==> src/rtl/four_12_12_err_sched.sv <==
// Error-stage sequencer for four_12_12: buffers the expected stream in a ring of external
// memory and pairs each network sample with the oldest buffered expected value on zctrl.
module four_12_12_err_sched #(
   parameter int DEPTH = 16,
   parameter int AW    = 4
) (
   input  logic          clk,
   input  logic          reset,
   input  logic [31:0]   expected,
   input  logic          expected_vld,
   input  logic          expected_fst,
   output logic          expected_rdy,
   input  logic [31:0]   stage_3_data_out,
   input  logic          stage_3_data_out_vld,
   input  logic          stage_3_data_out_fst,
   output logic          stage_3_data_out_rdy,
   output logic          mem_wr_en,
   output logic [AW-1:0] mem_wr_addr,
   output logic [31:0]   mem_wr_data,
   output logic          mem_rd_en,
   output logic [AW-1:0] mem_rd_addr,
   input  logic [31:0]   mem_rd_data,
   output logic [31:0]   zctrl_out,
   output logic [31:0]   zctrl_exp,
   output logic          zctrl_vld,
   output logic          zctrl_fst,
   input  logic          zctrl_rdy,
   output logic [AW:0]   count,
   output logic          frame_err
);

   typedef enum logic [1:0] {
      IDLE = 2'd0,
      READ = 2'd1,
      HOLD = 2'd2
   } state_t;

   localparam logic [AW:0] FULL_CNT = (AW+1)'(DEPTH);

   state_t          state_r;
   logic [AW-1:0]   wr_ptr_r;
   logic [AW-1:0]   rd_ptr_r;
   logic [AW:0]     count_r;
   logic [DEPTH-1:0] fst_flags_r;
   logic [31:0]     sample_r;
   logic            sample_fst_r;
   logic            stored_fst_r;
   logic [31:0]     zctrl_out_r;
   logic [31:0]     zctrl_exp_r;
   logic            zctrl_vld_r;
   logic            zctrl_fst_r;
   logic            frame_err_r;

   logic            wr_fire_s;
   logic            rd_fire_s;
   logic            expected_rdy_s;

   // Write side: accept while not full; the write goes straight through to the memory port
   always_comb begin
      expected_rdy_s = 1'b0;
      if (reset && (count_r != FULL_CNT)) begin
         expected_rdy_s = 1'b1;
      end else begin
         expected_rdy_s = 1'b0;
      end
      wr_fire_s = expected_rdy_s && expected_vld;
   end

   // Read issue: a sample is taken only when an entry is stored and the pair slot is free
   always_comb begin
      rd_fire_s = 1'b0;
      if (reset && stage_3_data_out_vld && (count_r != '0)) begin
         case (state_r)
            IDLE:    rd_fire_s = 1'b1;
            HOLD:    rd_fire_s = zctrl_rdy;
            default: rd_fire_s = 1'b0;
         endcase
      end else begin
         rd_fire_s = 1'b0;
      end
   end

   // Ring pointers, occupancy and per-entry frame-start flags
   always_ff @(posedge clk) begin
      if (!reset) begin
         wr_ptr_r    <= '0;
         rd_ptr_r    <= '0;
         count_r     <= '0;
         fst_flags_r <= '0;
      end else begin
         if (wr_fire_s) begin
            wr_ptr_r              <= wr_ptr_r + 1'b1;
            fst_flags_r[wr_ptr_r] <= expected_fst;
         end
         if (rd_fire_s) begin
            rd_ptr_r <= rd_ptr_r + 1'b1;
         end
         case ({wr_fire_s, rd_fire_s})
            2'b10:   count_r <= count_r + 1'b1;
            2'b01:   count_r <= count_r - 1'b1;
            default: count_r <= count_r;
         endcase
      end
   end

   // Pairing FSM: latch sample on issue, merge with read data one cycle later, hold until taken
   always_ff @(posedge clk) begin
      if (!reset) begin
         state_r      <= IDLE;
         sample_r     <= 32'h0000_0000;
         sample_fst_r <= 1'b0;
         stored_fst_r <= 1'b0;
         zctrl_out_r  <= 32'h0000_0000;
         zctrl_exp_r  <= 32'h0000_0000;
         zctrl_vld_r  <= 1'b0;
         zctrl_fst_r  <= 1'b0;
         frame_err_r  <= 1'b0;
      end else begin
         if (rd_fire_s) begin
            sample_r     <= stage_3_data_out;
            sample_fst_r <= stage_3_data_out_fst;
            stored_fst_r <= fst_flags_r[rd_ptr_r];
         end
         case (state_r)
            IDLE: begin
               if (rd_fire_s) begin
                  state_r <= READ;
               end else begin
                  state_r <= IDLE;
               end
            end
            READ: begin
               zctrl_exp_r <= mem_rd_data;
               zctrl_out_r <= sample_r;
               zctrl_fst_r <= sample_fst_r;
               zctrl_vld_r <= 1'b1;
               state_r     <= HOLD;
               // Frame misalignment is only flagged; the pair still goes downstream
               if (sample_fst_r != stored_fst_r) begin
                  frame_err_r <= 1'b1;
               end
            end
            HOLD: begin
               if (zctrl_rdy) begin
                  zctrl_vld_r <= 1'b0;
                  if (rd_fire_s) begin
                     state_r <= READ;
                  end else begin
                     state_r <= IDLE;
                  end
               end
            end
            default: begin
               state_r     <= IDLE;
               zctrl_vld_r <= 1'b0;
            end
         endcase
      end
   end

   assign expected_rdy         = expected_rdy_s;
   assign stage_3_data_out_rdy = rd_fire_s;
   assign mem_wr_en            = wr_fire_s;
   assign mem_wr_addr          = wr_ptr_r;
   assign mem_wr_data          = expected;
   assign mem_rd_en            = rd_fire_s;
   assign mem_rd_addr          = rd_ptr_r;
   assign zctrl_out            = zctrl_out_r;
   assign zctrl_exp            = zctrl_exp_r;
   assign zctrl_vld            = zctrl_vld_r;
   assign zctrl_fst            = zctrl_fst_r;
   assign count                = count_r;
   assign frame_err            = frame_err_r;

endmodule

==> config.mk <==
export PLATFORM = sky130hd
export DESIGN_NAME = four_12_12_err_sched
export DESIGN_NICKNAME = d
export VERILOG_FILES = /design/src/rtl/four_12_12_err_sched.sv
export SDC_FILE = /design/constraint.sdc
export NUM_CORES = 1
export LEC_CHECK = 0
export ABC_AREA = 1
export BUFFER_PORTS_ARGS = -buffer_cell sky130_fd_sc_hd__buf_4
export CAP_MARGIN = 20
export CORE_AREA = 2 2 111 113
export DETAILED_ROUTE_END_ITERATION = 8
export DIE_AREA = 0 0 113 115
export HOLD_SLACK_MARGIN = 0.08
export PLACE_DENSITY = 0.78
export RECOVER_POWER = 100
export SLEW_MARGIN = 10
export SYNTH_ARGS = -nofsm -noshare
export SYNTH_HDL_FRONTEND = slang
export SYNTH_SLANG_ARGS = --single-unit
==> constraint.sdc <==
create_clock -name clk -period 3.4 [get_ports clk]
set_clock_uncertainty 0.2 [all_clocks]
set_input_delay 0.68 -clock clk [delete_from_list [all_inputs] [get_ports clk]]
set_output_delay 0.68 -clock clk [all_outputs]
set_load 0.005 [all_outputs]
# Word-level counts from Yosys, hierarchy flattened
# Index checks and enable logic that the tools add are counted.
# word_totals
input_bits	103
reg_bits	132
out_inout_bits	116
# op_classes
reduce_logical	10
magnitude_cmp	3
n_addsub	4
eq_ne	7
bitwise_logic	1
mux	14
# op_table
operator	n
$bwmux 16	1
$lt 4x5->1 const B	2
$pmux 5 s2	1
$add 4x1->4 const B	2
$mux 1	6
$pmux 2 s3	1
$add 5x1->5 const B	1
$logic_and 1x1->1	5
$ne 5x5->1 const B	1
$reduce_bool 5->1	1
$sub 5x1->5 const B	1
$bmux 1 s4	1
$demux 1 s4	1
$eq 2x1->1 const B	2
$eq 2x2->1 const B	2
$ge 4x1->1 const B	1
$reduce_and 2->1	2
$pmux 1 s3	1
$logic_not 2->1	1
$mux 2	1
$ne 2x2->1 const B	1
$pmux 1 s2	1
$reduce_bool 2->1	1
$ne 1x1->1	1
$not 1->1	1

# Longest topological paths before layout
# Gate-level depths: netlist (run 1).
# logic_depth
depth_word	6
mapped_depth	17
depth_no_buf	16

# Worst setup path before layout (run 1)
# No wires, ideal clock.
# synth_path
path_kind	input to register
start	input reset
end	register count_r[4], in the netlist count[4]
path_buffers	2
slack_ns	0.725
t_required_ns	3.065
arrival_ns	2.339
stages	16
cell_sequence	buf_6 nand3_4 a21oi_4 nand2_4 inv_4 buf_6 ha_1 xor2_1 ha_1 inv_1 nand2_1 nand3_1 nand3b_1 nand2_1 nand2_1 a21oi_1
# synth_via
elab_chain_len	5
word_cells_on_any_way	10
classes_between	2 x eq/ne; 3 x mux; 5 x reduce/logical
# synth_rtl
element	line	text
start, declared	8	input logic reset,
$logic_and 1x1->1 (*) (2 in a row)	72	if (reset && stage_3_data_out_vld && (count_r != '0)) begin
$mux 1 (*)	72	
named net mem_rd_en	20	output logic mem_rd_en,
$eq 2x1->1 or $eq 2x2->1 (tied branches)	98	case ({wr_fire_s, rd_fire_s})
$pmux 5 s2 or $reduce_bool 2->1 (tied branches)	n/a	
end signal, assigned	99	2'b10: count_r <= count_r + 1'b1;
end signal, assigned	100	2'b01: count_r <= count_r - 1'b1;
end signal, assigned	101	default: count_r <= count_r;
end, declared	43	logic [AW:0] count_r;
# The timed path passes the listed nets; every way through them passes the cells marked *.
# A chain may end at the register's enable or synchronous reset.

# Worst setup path after layout (run 1)
# layout_path
start	input reset
end	output mem_rd_en
# layout_via
elab_chain_len	3
# layout_rtl
element	line
$logic_and 1x1->1 (2 in a row)	72
$mux 1	72
end, declared	20
# Every way passes these cells.

==> impl_metrics.csv, run 1 <==
group,metric,value,unit
synthesis,ys_seq_area_share,46.2,%
outcome,violations,"design-rule violations, max-capacitance violations, max-slew violations",
timing,worst_pin_slew,1.58,ns
cells_and_area,layout.nets,965,
placed_design,routabilityCongestion,0.813,
global_route,grt_overflow_total,0,
cells_and_area,syn2layout_area_growth,24.3,%
clocking,clkLatencyLatePin,0.41,ns
detailed_routing,routed_wl,13600,µm
global_route,antenna_found_initial,0,
timing,max_slew_margin,-5.14,%
critical_path,critical_path_arrival,1.99,ns
min_path,hold_path.class,"flop to flop",
global_route,grt_pass1_wl,21700,µm
detailed_routing,detail_route.vias_per_cell,4.98,
clocking,ctsHoldBuffers,0,
cells_and_area,n_antenna_cell,0,
critical_path,reg2reg_depth,6,
synthesis,avgSynthCellArea,7.65,µm²
placed_design,place_area,6590,µm²
critical_path,rrSetupSlack,0.75,ns
critical_path,worstSetupPathType,"primary input to output port",
timing,period_minus_slack,2.87,ns
pwr,power_leakage,0.00315,µW
synthesis,synth_compound_area_share,13.4,%
critical_path,start_kind,"primary input",
floorplan,die_w,113,µm
critical_path,crit_path_end_kind,"output port",
clocking,cts-resized-gates,0,
synthesis,synth_xor_xnor_area_share,0.920,%
critical_path,critPathRequiredTime,2.52,ns
min_path,worstHoldStart,"fst_flags_r[0]$_SDFFE_PN0P_",
timing,period_share,84.3,%
timing,setup_viol,0,
timing,slew_violations,42,
clocking,cts-buffers-inserted,17,
synthesis,synth.distinct_cells,36,
cells_and_area,final_area,7110,µm²
synthesis,synthAdderAreaFrac,1.97,%
synthesis,synth_seq_cells,132,
pwr,switching_share,27.7,%
pwr,power_frac_comb,18.7,%
critical_path,cp_max_fo,39,
pwr,vdd_drop_max,459,µV
detailed_routing,final_antenna_net_count,0,
pwr,pwr-share-seq,40.4,%
global_route,grt_use_total,20.8,%
placed_design,hpwl,8770,µm
synthesis,yosys_warnings,0,
detailed_routing,drtPass1Iterations,9,
floorplan,ios,219,
timing,fin_setup_tns,0,ns
clocking,root_buffer,"clkbuf_16",
floorplan,initial_core_util,48.4,%
floorplan,rows,40,
timing,max_freq,349,MHz
critical_path,r2r-start,"count[0]$_SDFFE_PN0P_",
clocking,cts_tree,"done",
clocking,clkTransAtPathRegs,0.06,ns
critical_path,reg2reg_to,"sample_r[7]$_SDFFE_PN0N_",
synthesis,synth_top_family_by_area,"simple AND/OR/NAND/NOR gates",
timing,rsz0062_at_grt,"false",
detailed_routing,drt_iter0_markers,364,
clocking,cts_setup_buffers,0,
timing,final-hold-violation-count,0,
floorplan,die_h,115,µm
min_path,holdPathEnd,"fst_flags_r[0]$_SDFFE_PN0P_",
global_route,grt_max_degree,108,
placed_design,io_buffers,154,
pwr,pwr-share-clk,40.9,%
cells_and_area,finalNonFillerCells,1013,
synthesis,synth-simple-area-share,25.4,%
job,maxCapViolations,1,
floorplan,core,11800,µm²
pwr,power.density,663,nW/µm²
clocking,htree_levels,4,
floorplan,dieArea,13000,µm²
placed_design,dp_cells,981,
synthesis,syn_nets,859,
synthesis,synth_area,5710,µm²
timing,setup_slack,0.533,ns
pwr,internal_power,3410,µW
outcome,status,"finished, violations left",
placed_design,post-place-ws,0.692,ns
detailed_routing,vias,5040,
cells_and_area,final_layout_size_suffix_gt1_share,23.3,%
detailed_routing,post_drt_wl_per_cell,13.4,µm
synthesis,syn_inst,747,
detailed_routing,drcViolationCount,15,
clocking,cts_sinks,132,
pwr,p_switching,1300,µW
global_route,grt_pass1_vias,4567,
min_path,min_path_cells,2,
clocking,clockBufferDepth,2,
synthesis,synthMuxAreaShare,0,%
power groups by stage:
| stage | clock [µW] | sequential [µW] | combinational (µW) |
|---|---|---|---|
| after floorplan | 0 | 1930 | 570 |
| after global placement | 0 | 1930 | 911 |
| after detailed placement | 0 | 1940 | 933 |
| after CTS | 1950 | 1910 | 941 |
| after global routing | 2040 | 1930 | 999 |
| final | 1930 | 1900 | 881 |
cells by family (layout without fill, tap and decap cells):
kind of cell,after synthesis,in the layout
simple gates,341,341
buf+inv,117,236
xor+xnor,6,6
flops,132,132
compound gates,142,142
fa+ha+maj,9,9
critical path, stage by stage:
cell and delay [ns]:
clkbuf_1 0.22, nand3_4 0.08, a21oi_1 0.21, nand2_4 0.07
clkinvlp_2 0.08, buf_4 0.39, clkbuf_4 0.24
how the worst max path moves through the flow:
stage	startpoint	end	slack, ns	depth (start not counted)
CTS	reset	expected_rdy	0.69	5
floorplan	reset	count[4]$_SDFFE_PN0P_	0.73	16
global route	reset	expected_rdy	0.37	5
finish	reset	mem_rd_en	0.53	7
global placement	reset	expected_rdy	0.72	5
detailed placement	reset	expected_rdy	0.69	5
layout make-up:
type	count	area, µm²
fill	1095	4710
sequential	132	2640
multi-input combinational	498	2370
timing repair buffer	161	1100
clock buffer	23	498
tap	147	184
inverter	43	168
clock inverter	9	141
state kept, by name, indices dropped and copies added, names as in the netlist:
name and count:
count 5, frame_err 1, fst_flags_r 16, mem_rd_addr 4, mem_wr_addr 4, sample_fst_r 1, sample_r 32, state_r 2
stored_fst_r 1, zctrl_exp 32, zctrl_fst 1, zctrl_out 32, zctrl_vld 1
synthesized netlist by cell type:
master    instances  area, µm²
a21oi_1          21        105
o21bai_1          1       7.51
buf_8             1       15.0
buf_12            2       40.0
xor2_1            5       43.8
nand2_2          10       62.6
nand3_2           8       80.1
buf_2            11       55.1
clkbuf_1         14       52.6
a21oi_2          11       96.3
nand3b_1          1       7.51
buf_4            39        293
buf_1             1       3.75
xnor2_1           1       8.76
nor2_2            1       6.26
nand3_4           2       35.0
ha_1              9        113
nand4_1           1       6.26
nand2_1          73        274
clkinv_1          1       3.75
a21boi_0          1       7.51
nor2_4            1       11.3
clkbuf_2          1       5.00
dfxtp_1         132       2640
o21ai_0          95        475
inv_6             1       8.76
inv_2             2       7.51
nor2_1          215        807
nand4_2           1       12.5
buf_6             5       56.3
nand2_4           1       11.3
a21oi_4           1       16.3
inv_1            38        143
nand3_1          27        135
inv_4             1       6.26
o21ai_1          12       60.1
layer usage:
layer / vias to the layer above / routed length [µm] / GRT usage (%)
li1: 2553 / - / -
met1: 2287 / 5820 / 25.9
met2: 174 / 6530 / 33.2
met3: 26 / 929 / 6.80
met4: 0 / 312 / 9.43
met5: - / 0 / 0
layout by cell type, fill, tap and decap left out, types with 9 or more instances in the layout:
cell       instances
a21oi_1           22
clkbuf_4          60
a21oi_2           11
nor2_1           216
clkbuf_1          29
clkbuf_16         17
nand3_1           27
dfxtp_1          132
inv_1             38
nand2_1           73
buf_4             73
nand2_2           10
o21ai_0           99
ha_1               9
through the flow:
stage | power, µW | hold WS, ns | util [%]
floorplan | 2500 | 0.239 | -
CTS | 4800 | 0.264 | 61.2
global route | 4970 | 0.280 | 60.2
detailed placement | 2870 | 0.255 | 55.8
finish | 4710 | 0.266 | 60.2
global placement | 2850 | 0.249 | 55.8
Note: power is estimated with default switching activity, not from simulation.
==> inputs of run 2 (changes only) <==
--- a/config.mk
+++ b/config.mk
@@ -5,12 +5,12 @@
 export SDC_FILE = /design/constraint.sdc
 export NUM_CORES = 1
 export LEC_CHECK = 0
-export ABC_AREA = 1
+export ABC_AREA = 0
 export BUFFER_PORTS_ARGS = -buffer_cell sky130_fd_sc_hd__buf_4
 export CAP_MARGIN = 20
-export CORE_AREA = 2 2 111 113
+export CORE_AREA = 2 2 109 111
 export DETAILED_ROUTE_END_ITERATION = 8
-export DIE_AREA = 0 0 113 115
+export DIE_AREA = 0 0 111 113
 export HOLD_SLACK_MARGIN = 0.08
 export PLACE_DENSITY = 0.78
 export RECOVER_POWER = 100
==> constraint.sdc (replaced) <==
create_clock -name clk -period 2.9 [get_ports clk]
set_clock_uncertainty 0.2 [all_clocks]
set_input_delay 0.58 -clock clk [delete_from_list [all_inputs] [get_ports clk]]
set_output_delay 0.58 -clock clk [all_outputs]
set_load 0.005 [all_outputs]
==> impl_metrics.csv, run 2 <==
group,metric,value,unit
global_route,grt_max_degree,72,
min_path,hold_path.class,"primary input to flop",
timing,setup_slack,0.0920,ns
timing,max_slew_margin,5.97,%
synthesis,synth_seq_cells,132,
global_route,grt_pass1_vias,4644,
detailed_routing,drtPass1Iterations,4,
detailed_routing,drcViolationCount,0,
cells_and_area,nFillCells,997,
clocking,ctsHoldBuffers,0,
floorplan,ios,219,
timing,rsz0062_at_grt,"false",
clocking,cts_setup_buffers,0,
critical_path,start_kind,"flop",
timing,final-hold-violation-count,0,
placed_design,io_buffers,154,
synthesis,synth_most_common_cell,"nand2_1",
floorplan,die_h,113,µm
synthesis,synth.distinct_cells,40,
global_route,grt_overflow_total,0,
clocking,root_buffer,"clkbuf_16",
timing,period_minus_slack,2.81,ns
synthesis,synth-async-reset-ratio,0,%
synthesis,synth_edf_count,0,
detailed_routing,post_drt_wl_per_cell,14.3,µm
synthesis,yosys_warnings,0,
synthesis,syn_nets,774,
floorplan,rows,39,
global_route,grt_use_total,21.1,%
floorplan,die_w,111,µm
clocking,htree_levels,4,
cells_and_area,final_layout_size_suffix_gt1_share,26.1,%
synthesis,syn_inst,662,
cells_and_area,syn2layout_area_growth,28.8,%
clocking,clkTransAtPathRegs,0.05,ns
clocking,clockBufferDepth,2,
floorplan,dieArea,12500,µm²
synthesis,synth_area_leaders,"dfxtp_1 49%, nand2_1 16%, a21oi_1 10%",
pwr,power_leakage,0.00282,µW
synthesis,yosys.area.top_type,"dfxtp_1",
floorplan,core,11300,µm²
cells_and_area,layout.nets,880,
global_route,antenna_found_initial,0,
synthesis,synth.top_cell.area_share,49.1,%
synthesis,avgSynthCellArea,8.13,µm²
detailed_routing,detail_route.vias_per_cell,5.19,
detailed_routing,routed_wl,13200,µm
timing,setup_viol,0,
synthesis,ys_seq_area_share,49.1,%
cells_and_area,final_common_cell,"nand2_1",
critical_path,crit_path_end_kind,"output port",
clocking,clkLatencyLatePin,0.41,ns
critical_path,critPathRequiredTime,2.12,ns
timing,period_share,96.8,%
clocking,cts_sinks,132,
pwr,vdd_drop_max,408,µV
synthesis,synthFlopType,"dfxtp_1",
placed_design,routabilityCongestion,0.876,
critical_path,worstSetupPathType,"flop to output port",
critical_path,cp_max_fo,16,
placed_design,post-place-ws,0.177,ns
cells_and_area,finalCoreUtilization,61.5,%
pwr,power.density,697,nW/µm²
timing,max_freq,356,MHz
timing,worst_pin_slew,1.41,ns
clocking,cts-buffers-inserted,17,
clocking,cts_tree,"done",
detailed_routing,vias,4781,
timing,fin_setup_tns,0,ns
cells_and_area,final_cell_mix,"223 x nand2_1, 131 x dfxtp_1, 107 x a21oi_1",
global_route,grt_pass1_wl,21500,µm
placed_design,hpwl,9070,µm
detailed_routing,drt_iter0_markers,235,
job,maxCapViolations,0,
detailed_routing,final_antenna_net_count,0,
critical_path,critical_path_arrival,2.03,ns
floorplan,initial_core_util,47.8,%
synthesis,synth_area,5390,µm²
cells_and_area,n_antenna_cell,0,
outcome,status,"completed",
synthesis,yosys-top-cells-count,"223 x nand2_1, 132 x dfxtp_1, 109 x a21oi_1, 33 x buf_4, 33 x clkbuf_1",
timing,slew_violations,0,
[run 2: cell count changes in the layout (fill, tap and decap cells not counted), sizes merged, moves of 20 or more]
cell,delta
nor2,-205
nand2,+139
o21ai,-102
a21oi,+76
inv,-33
nand3,-20
[run 2: critical path: stages (launching register included)]
cell	delay, ns
dfxtp_2	0.37
or4_4	0.54
o211ai_4	0.20
inv_2	0.09
clkbuf_4	0.23
clkbuf_4	0.17
[run 2: cells by family after synthesis]
kind of cell / after synthesis / synth area share, %
adder cells (fa/ha/maj): 9 / 2.09
multiplexers: 23 / 5.20
AND/OR/NAND/NOR: 276 / 20.9
XOR/XNOR: 5 / 0.813
flip-flops: 132 / 49.1
AO/OA/AOI/OAI: 128 / 13.0
buffers and inverters: 89 / 8.88
[run 2: final timing paths]
path / cells past startpoint / slack (ns) / to / from
setup reg to reg: 9 / 0.17 / count[3]$_SDFFE_PN0P_ / count[2]$_SDFFE_PN0P_
setup / recovery: 5 / 0.09 / mem_rd_en / count[2]$_SDFFE_PN0P_
hold reg to reg: 2 / 0.25 / zctrl_out[30]$_SDFFE_PN0P_ / sample_r[30]$_SDFFE_PN0N_
hold / removal: 3 / 0.22 / zctrl_exp[25]$_SDFFE_PN0P_ / mem_rd_data[25]
[run 2: timing repair]
action,CTS,global route
setup endpoints to repair,0,1
endpoints found under the hold margin,0,0
gates resized for setup,0,1
[run 2: per-layer routing]
| metal | vias up | share of wire (%) | track usage (%) | wire (µm) |
|---|---|---|---|---|
| met5 | - | 0 | 0 | 0 |
| met4 | 0 | 2.2 | 10.3 | 291 |
| met3 | 33 | 5.4 | 5.46 | 713 |
| met2 | 158 | 50 | 37.2 | 6640 |
| met1 | 2229 | 42 | 23.9 | 5550 |
| li1 | 2361 | - | - | - |
[run 2: area by class of cell]
class                      count  area [µm²]  share of cell area [%]
tap                          143         179                    2.58
multi-input combinational    441        2320                    33.4
clock inverter                 3        17.5                   0.252
sequential                   132        2640                    38.1
inverter                      10        38.8                   0.559
clock buffer                  27         533                    7.68
timing repair buffer         166        1210                    17.4
[run 2: where the power goes]
part / switching [µW] / internal, µW / leakage, µW
Sequential: 96.6 / 1950 / 0.00107
Clock: 720 / 1240 / 0.000271
Combinational: 477 / 350 / 0.00148
[run 2: per-stage QoR]
| stage | hold WS [ns] | cells | cell area [µm²] | power (µW) |
|---|---|---|---|---|
| floorplan | 0.232 | 662 | 5470 | 2630 |
| global placement | 0.236 | 892 | 6420 | 2890 |
| detailed placement | 0.243 | 892 | 6420 | 2930 |
| CTS | 0.195 | 922 | 6970 | 4910 |
| global route | 0.210 | 922 | 6940 | 5060 |
| finish | 0.217 | 922 | 6940 | 4830 |
==> inputs of run 3 (changes only) <==
--- a/config.mk
+++ b/config.mk
@@ -11,6 +11,7 @@
 export CORE_AREA = 2 2 109 111
 export DETAILED_ROUTE_END_ITERATION = 8
 export DIE_AREA = 0 0 111 113
+export GPL_TIMING_DRIVEN = 0
 export HOLD_SLACK_MARGIN = 0.08
 export PLACE_DENSITY = 0.78
 export RECOVER_POWER = 100
==> impl_metrics.csv, run 3 (synthesis gave the netlist of run 2 again) <==
group,metric,value,unit
timing,period_share,98.1,%
global_route,grt_use_total,24.0,%
global_route,grt_overflow_total,0,
placed_design,hpwl,11200,µm
placed_design,io_buffers,185,
pwr,power,5300,µW
timing,slew_violations,0,
clocking,cts_tree,"done",
pwr,power_leakage,0.00332,µW
critical_path,critPathRequiredTime,2.12,ns
critical_path,r2r-start,"count[2]$_SDFFE_PN0P_",
timing,period_minus_slack,2.84,ns
cells_and_area,layout.nets,986,
min_path,hold_path.class,"primary input to flop",
placed_design,routabilityCongestion,0.861,
outcome,status,"completed",
pwr,power.density,683,nW/µm²
detailed_routing,vias,5210,
floorplan,dieArea,12500,µm²
min_path,worstHoldStart,"mem_rd_data[15]",
min_path,holdPathEnd,"zctrl_exp[15]$_SDFFE_PN0P_",
pwr,p_switching,1400,µW
detailed_routing,detail_route.vias_per_cell,5.06,
cells_and_area,n_antenna_cell,0,
critical_path,rrSetupSlack,0.06,ns
critical_path,worstSetupPathType,"flop to output port",
detailed_routing,drtPass1Iterations,6,
critical_path,critical_path_arrival,2.06,ns
critical_path,cp_max_fo,7,
min_path,min_path_cells,3,
detailed_routing,final_antenna_net_count,0,
cells_and_area,final_common_cell,"nand2_1",
clocking,clkTransAtPathRegs,0.05,ns
timing,rsz0062_at_grt,"true",
pwr,internal_power,3900,µW
clocking,clockBufferDepth,2,
detailed_routing,drt_iter0_markers,250,
global_route,grt_max_degree,17,
clocking,cts_sinks,132,
floorplan,core,11300,µm²
detailed_routing,drcViolationCount,0,
floorplan,die_w,111,µm
timing,worst_pin_slew,0.682,ns
global_route,antenna_found_initial,0,
pwr,switching_share,26.3,%
critical_path,crit_path_end_kind,"output port",
floorplan,initial_core_util,47.8,%
pwr,pwr-share-seq,38.9,%
floorplan,rows,39,
pwr,power_frac_comb,18.9,%
clocking,root_buffer,"clkbuf_16",
timing,max_freq,352,MHz
critical_path,reg2reg_to,"count[4]$_SDFFE_PN0P_",
global_route,grt_pass1_vias,5044,
cells_and_area,final_layout_size_suffix_gt1_share,32.8,%
critical_path,start_kind,"flop",
floorplan,ios,219,
floorplan,die_h,113,µm
critical_path,reg2reg_depth,9,
global_route,grt_pass1_wl,24200,µm
clocking,htree_levels,4,
pwr,pwr-share-clk,42.3,%
timing,setup_viol,0,
cells_and_area,final_cell_mix,"223 x nand2_1, 198 x buf_4, 129 x dfxtp_1",
timing,final-hold-violation-count,0,
detailed_routing,post_drt_wl_per_cell,14.7,µm
pwr,vdd_drop_max,324,µV
placed_design,post-place-ws,-0.446,ns
detailed_routing,routed_wl,15100,µm
clocking,ctsHoldBuffers,0,
clocking,clkLatencyLatePin,0.41,ns
clocking,cts-buffers-inserted,17,
job,maxCapViolations,0,
timing,setup_slack,0.0555,ns
timing,max_slew_margin,54.6,%
cells_and_area,syn2layout_area_growth,44.0,%
run 3: cell types whose count changed in the layout (fill, tap and decap cells not counted), moves of 4 or more:
cell / before / now
clkbuf_1: 11 / 34
clkbuf_4: 76 / 32
clkbuf_8: 7 / 3
buf_2: 0 / 6
bufinv_16: 0 / 4
buf_4: 79 / 198
run 3: how the worst max path moves through the flow:
stage | from | cells after the start | to
after floorplan | count[2]$_SDFFE_PN0P_ | 13 | count[2]$_SDFFE_PN0P_
after global placement | reset | 13 | count[2]$_SDFFE_PN0P_
after detailed placement | reset | 13 | count[2]$_SDFFE_PN0P_
after CTS | count[2]$_SDFFE_PN0P_ | 7 | stage_3_data_out_rdy
after global routing | count[2]$_SDFFE_PN0P_ | 10 | count[2]$_SDFFE_PN0P_
final | count[2]$_SDFFE_PN0P_ | 6 | stage_3_data_out_rdy
run 3: power by group through the flow:
stage	combinational, µW	clock (µW)	sequential (µW)
global placement	930	0	2080
finish	1000	2240	2060
global route	1100	2350	2080
floorplan	560	0	2070
CTS	979	2260	2060
detailed placement	958	0	2090
run 3: layout make-up:
class	instances	area, µm²
Clock inverter	8	149
Sequential cell	132	2650
Timing Repair inverter	1	6.26
Tap cell	143	179
Buffer	75	437
Clock buffer	24	472
Inverter	10	45.0
Fill cell	884	3520
Multi-Input combinational cell	441	2350
Timing Repair Buffer	196	1470
run 3: per-stage QoR:
stage / TNS, ns / cells / util (%) / hold slack (ns) / instance area [µm²]
finish: 0 / 1030 / 68.8 / 0.221 / 7760
global route: -0.0201 / 1030 / 68.8 / 0.208 / 7760
CTS: 0 / 1025 / 68.3 / 0.209 / 7700
detailed placement: -1.26 / 990 / 62.4 / 0.242 / 7030
global placement: -1.17 / 990 / 62.4 / 0.235 / 7030
floorplan: -0.165 / 662 / - / 0.232 / 5470
run 3: critical path: stages, from the launching register on:
cell and delay [ns]:
dfxtp_4 0.37, or4_4 0.56, o211ai_4 0.28, inv_8 0.07, buf_4 0.14, buf_4 0.12, buf_4 0.12
run 3: metal layers:
layer	vias to the layer above	global-route usage, %	part of all wire, %	wire length [µm]
li1	2573	-	-	-
met1	2405	27.2	39	5930
met2	214	43.1	52	7830
met3	18	6.48	7.2	1100
met4	0	9.08	1.9	284
met5	-	0	0	0
run 3: what timing repair did:
item,4_1_cts,5_1_grt
buffers inserted,5,6
setup endpoints to repair,7,5
pin swaps,7,3
gates cloned,1,0
resized for setup,11,6
